File: config.mk
export PLATFORM = sky130hd
export DESIGN_NAME = square_plotter
export DESIGN_NICKNAME = d
export VERILOG_FILES = /design/src/rtl/square_plotter.sv
export SDC_FILE = /design/constraint.sdc
export NUM_CORES = 1
export LEC_CHECK = 0
export CORE_AREA = 5 5 74 76
export CTS_CLUSTER_SIZE = 12
export DETAILED_ROUTE_END_ITERATION = 10
export DIE_AREA = 0 0 79 81
export DONT_BUFFER_PORTS = 1
export PLACE_DENSITY = 0.62
export SLEW_MARGIN = 20
export SYNTH_ARGS = -nofsm -noshare
export SYNTH_HDL_FRONTEND = slang
export SYNTH_SLANG_ARGS = --single-unit
export TNS_END_PERCENT = 50
File: constraint.sdc
create_clock -name clk -period 4.3 [get_ports clk]
set_input_delay 1.29 -clock clk [delete_from_list [all_inputs] [get_ports clk]]
set_output_delay 1.29 -clock clk [all_outputs]
set_load 0.005 [all_outputs]
File: src/rtl/square_plotter.sv
// square_plotter
//   Pixel back end for the square animation FSMs. Each request accepted on
//   a plot/ready handshake is rasterised into SIZE x SIZE pixel writes,
//   row-major, one per clock, on the frame buffer adapter's write port.
//
//   state | meaning
//   IDLE  | waiting for a request, ready=1
//   DRAW  | presenting one pixel per cycle from the latched request
//   DONE  | one-cycle completion pulse on done, no write
//
// Ports
//   clk, resetn            clock, asynchronous active-low reset
//   plot                   request valid, held with its fields until accepted
//   starting_x/_y, colour  request: square origin and fill colour
//   ready                  request can be accepted this cycle (state==IDLE)
//   x, y, colour_out       pixel being written (x/y hold outside DRAW)
//   writeEn                pixel write strobe, low for clipped pixels
//   done                   one-cycle pulse after the last pixel of a square
module square_plotter #(
    parameter int SIZE  = 4,
    parameter int X_W   = 8,
    parameter int Y_W   = 7,
    parameter int COL_W = 3,
    parameter int X_MAX = 159,
    parameter int Y_MAX = 119
) (
    input  logic             clk,
    input  logic             resetn,
    input  logic             plot,
    input  logic [X_W-1:0]   starting_x,
    input  logic [Y_W-1:0]   starting_y,
    input  logic [COL_W-1:0] colour,
    output logic             ready,
    output logic [X_W-1:0]   x,
    output logic [Y_W-1:0]   y,
    output logic [COL_W-1:0] colour_out,
    output logic             writeEn,
    output logic             done
);

    localparam int CW = (SIZE > 1) ? $clog2(SIZE) : 1;
    localparam logic [CW-1:0] LAST = CW'(SIZE - 1);

    typedef enum logic [1:0] {IDLE, DRAW, DONE} state_t;

    state_t           state, nxt_state;
    logic [X_W-1:0]   sx, nxt_sx;
    logic [Y_W-1:0]   sy, nxt_sy;
    logic [COL_W-1:0] col, nxt_col;
    logic [CW-1:0]    cx, nxt_cx;
    logic [CW-1:0]    cy, nxt_cy;
    logic [X_W-1:0]   nxt_x;
    logic [Y_W-1:0]   nxt_y;
    logic [COL_W-1:0] nxt_colour_out;
    logic             nxt_we, nxt_done, load_px;
    logic [X_W:0]     sum_x;
    logic [Y_W:0]     sum_y;

    assign ready = (state == IDLE);

    always_ff @(posedge clk or negedge resetn) begin
        if (!resetn) begin
            state      <= IDLE;
            sx         <= '0;
            sy         <= '0;
            col        <= '0;
            cx         <= '0;
            cy         <= '0;
            x          <= '0;
            y          <= '0;
            colour_out <= '0;
            writeEn    <= 1'b0;
            done       <= 1'b0;
        end else begin
            state      <= nxt_state;
            sx         <= nxt_sx;
            sy         <= nxt_sy;
            col        <= nxt_col;
            cx         <= nxt_cx;
            cy         <= nxt_cy;
            x          <= nxt_x;
            y          <= nxt_y;
            colour_out <= nxt_colour_out;
            writeEn    <= nxt_we;
            done       <= nxt_done;
        end
    end

    // Outputs are registered, so the pixel shown in a cycle is computed in
    // the cycle before: on accept the first pixel comes straight from the
    // request inputs, afterwards from the latched copy and the next counters.
    always_comb begin
        nxt_state      = state;
        nxt_sx         = sx;
        nxt_sy         = sy;
        nxt_col        = col;
        nxt_cx         = cx;
        nxt_cy         = cy;
        nxt_x          = x;
        nxt_y          = y;
        nxt_colour_out = colour_out;
        nxt_we         = 1'b0;
        nxt_done       = 1'b0;
        load_px        = 1'b0;

        case (state)
            IDLE: begin
                if (plot) begin
                    nxt_state      = DRAW;
                    nxt_sx         = starting_x;
                    nxt_sy         = starting_y;
                    nxt_col        = colour;
                    nxt_cx         = '0;
                    nxt_cy         = '0;
                    nxt_colour_out = colour;
                    load_px        = 1'b1;
                end
            end
            DRAW: begin
                if (cx == LAST && cy == LAST) begin
                    nxt_state = DONE;
                    nxt_done  = 1'b1;
                end else begin
                    if (cx == LAST) begin
                        nxt_cx = '0;
                        nxt_cy = cy + CW'(1);
                    end else begin
                        nxt_cx = cx + CW'(1);
                    end
                    load_px = 1'b1;
                end
            end
            DONE: begin
                nxt_state = IDLE;
            end
            default: begin
                nxt_state = IDLE;
            end
        endcase

        // One extra bit so an off-screen pixel is detected instead of wrapping.
        sum_x = (X_W+1)'(nxt_sx) + (X_W+1)'(nxt_cx);
        sum_y = (Y_W+1)'(nxt_sy) + (Y_W+1)'(nxt_cy);

        if (load_px) begin
            nxt_x  = sum_x[X_W-1:0];
            nxt_y  = sum_y[Y_W-1:0];
            nxt_we = (sum_x <= (X_W+1)'(X_MAX)) && (sum_y <= (Y_W+1)'(Y_MAX));
        end
    end

endmodule

==> run metrics <==
Hold Path Stages=2; Clock Skew=0.00732 ns; FMAX=280 MHz; DRT antenna net count=0; Synth Net Count=260; Hold WC Path Type=flop to flop; antenna violations before repair=0; Synth Register Bits=41; Initial Utilization=46.8%; maximum VDD drop=280 µV; GPL Wtd Cong=0.918; FF/Latch Area=0.00103 mm²; CTS tree=yes; register area share after synthesis=47.0%; predominant post-synthesis flop cell=dfrtp_1; Hold Vio Cnt, Final=0; ys async rst share=100%; Residual DRC=0; Avg Synthesized Cell Area=9.45 µm²; drt first-iter violations=107; Port Buffer Count=0; part of the cycle the worst path needs=83.1%; setup violators final=0; global routing usage on met1=20.3%; Final Max Slew Viols=0; die width=79 µm; post-layout util=50.2%; minimum clock period=3.57 ns; Post-DP HPWL=3.37 mm; area occupied by multi-input gates=0.00106 mm²; vias in the first global route=1637; die area=0.00640 mm²; status=complete, no violations; met2 Resource Use GR=25.2%; Worst EP arrival=3.77 ns; CTS Hold Bufs=0; Boundary Pins=42; Max clock buf depth=2; H-Tree Depth=2; grt peak-use layer=met2; clock sink count=41; Num CTS Buffers=5; hold worst-path end=sx[0]$_DFF_PN0_; routed len/inst=16.4 µm; met3 Track Usage GR=6.32%; post-cts resize count=0; Fin Hold WS=0.484 ns; final worst slack=0.728 ns; Worst Path Required=4.49 ns; first-pass GRT wire length=7.96 mm; non-filler cells, final=286; static leakage=1.03 nW; startpoint types=primary input; drt first pass iters=4; number of synthesized flops with an enable pin=0; Routed WL=4.70 mm; fillcell total=444; total gr overflow=0; Mapped Cells=231; max-cap viol count=0; DP Cell Count=278; core area=0.00466 mm²; Die H=81 µm; Worst Path Max Fanout=22; Pwr Density=814 mW/mm²; R2R cell count=11; internal reg-to-reg setup slack=1.13 ns; DR vias=1663; WS Path Type=primary input to flop; total negative slack=0 ns; synthesized area=0.00218 mm²; site row count=25; r2r startpoint=state[0]$_DFFE_PN0P_; largest net degree at the start of global routing=42; net count reported at finish=260; Post CTS Setup Buffer Count=0; Setup crit end kind=flop; layout cells sized above 1=8.62%; Rel. slew slack=68.0%; Global Route Usage Sum=16.1%; count of different cell masters after synthesis=46; Clock Root Buffer=clkbuf_8; Via density=5.81; RSZ-0062 raised after global routing=false; min-delay src=sx[0]$_DFF_PN0_; synth warn=0; Worst R2R End=writeEn$_DFF_PN0_; worst slew pin tran=0.480 ns; Placement Setup Slack=0.464 ns; Area Overhead vs Synth=7.11%; worst-skew pair later-pin latency=0.29 ns; ANT cells=0; clk slew on worst S/H paths=0.08 ns
==> worst max-delay path by stage <==
stage               start                end  slack (ns)  depth (start not counted)
floorplan            plot  writeEn$_DFF_PN0_        0.46                         13
global placement     plot  writeEn$_DFF_PN0_        0.55                         11
detailed placement   plot  writeEn$_DFF_PN0_        0.46                         11
CTS                  plot  writeEn$_DFF_PN0_        0.74                         11
global route         plot  writeEn$_DFF_PN0_        0.60                         11
finish               plot  writeEn$_DFF_PN0_        0.73                         11
==> where the power goes <==
group	internal (mW)	leakage, nW	total, mW	switching (mW)
sequential	0.579	0.504	0.731	0.152
clock	0.189	0.0585	0.321	0.132
combinational	0.361	0.467	0.851	0.490
==> registers in the layout, indices dropped and copies added, names as in the netlist, 2 cells and up <==
name,count
cx,2
sx,8
state,2
cy,2
sy,7
colour_out,3
x,8
y,7
==> critical path: stages <==
cell and delay (ns):
or3b_4 0.48, nand2_1 0.11, nand2_1 0.07, ha_1 0.21
inv_1 0.07, fa_1 0.32, nand4b_1 0.16, nor3_1 0.05
or4_1 0.50, a311o_1 0.28, a311oi_1 0.22
==> cell type report <==
class | instances | share of cell area [%]
Timing Repair Buffer | 3 | 0.963
Multi-Input combinational cell | 168 | 45.4
Clock inverter | 1 | 1.28
Inverter | 12 | 1.93
Sequential cell | 41 | 43.9
Tap cell | 54 | 2.89
Clock buffer | 7 | 3.69
==> per-layer routing <==
layer / vias to the layer above / share of wire (%) / routed length, µm
met5: - / 0 / 0
met4: 0 / 1.3 / 63
met3: 7 / 8.0 / 375
met2: 55 / 45 / 2130
met1: 802 / 45 / 2130
li1: 799 / - / -
==> cell usage in the layout (no fill, tap or decap), types with 2 or more instances in the layout <==
cell,instances
a211oi_1,3
nand4_1,2
o21a_1,2
nand2b_1,2
a22o_1,3
nand3_1,9
nand2_1,60
dfrtp_1,41
nand3b_1,3
o31ai_1,3
nor2_1,5
nor3_1,4
nand4b_1,2
o21ai_0,14
nor3b_1,2
and3_1,3
buf_4,3
a311oi_1,3
clkbuf_8,6
ha_1,6
mux2_2,4
a21oi_1,5
xor2_1,2
inv_1,12
fa_1,2
mux2i_1,4
xnor2_1,8
==> cells in the mapped netlist, types with 4 or more instances <==
cell type	instances	share of area, %
inv_1	12	2.1
nor3_1	4	0.92
a21oi_1	5	1.1
nor2_1	5	0.86
ha_1	6	3.4
clkbuf_1	6	1.0
nand3_1	9	2.1
xnor2_1	8	3.2
dfrtp_1	41	47
mux2_2	4	2.1
nand2_1	60	10
o21ai_0	14	3.2
mux2i_1	4	1.8
==> cell families (layout without fill, tap and decap cells) <==
logic type	count (synthesis)	in the layout	synth area share, %
xor gates and xnor gates	10	10	4.01
buffers and inverters	22	23	4.70
DFF	41	41	47.0
AOI/OAI and AO/OA	42	42	13.0
muxes	9	9	4.53
and+or+nand+nor	99	99	21.5
adders and majority gates	8	8	5.27
==> through the flow <==
stage / instance area [µm²] / power, mW
after floorplan: 2180 / 1.40
after global placement: 2220 / 1.58
after detailed placement: 2220 / 1.59
after CTS: 2340 / 1.92
after global routing: 2340 / 2.11
final: 2340 / 1.90
Power figures use the tool's default switching activity.
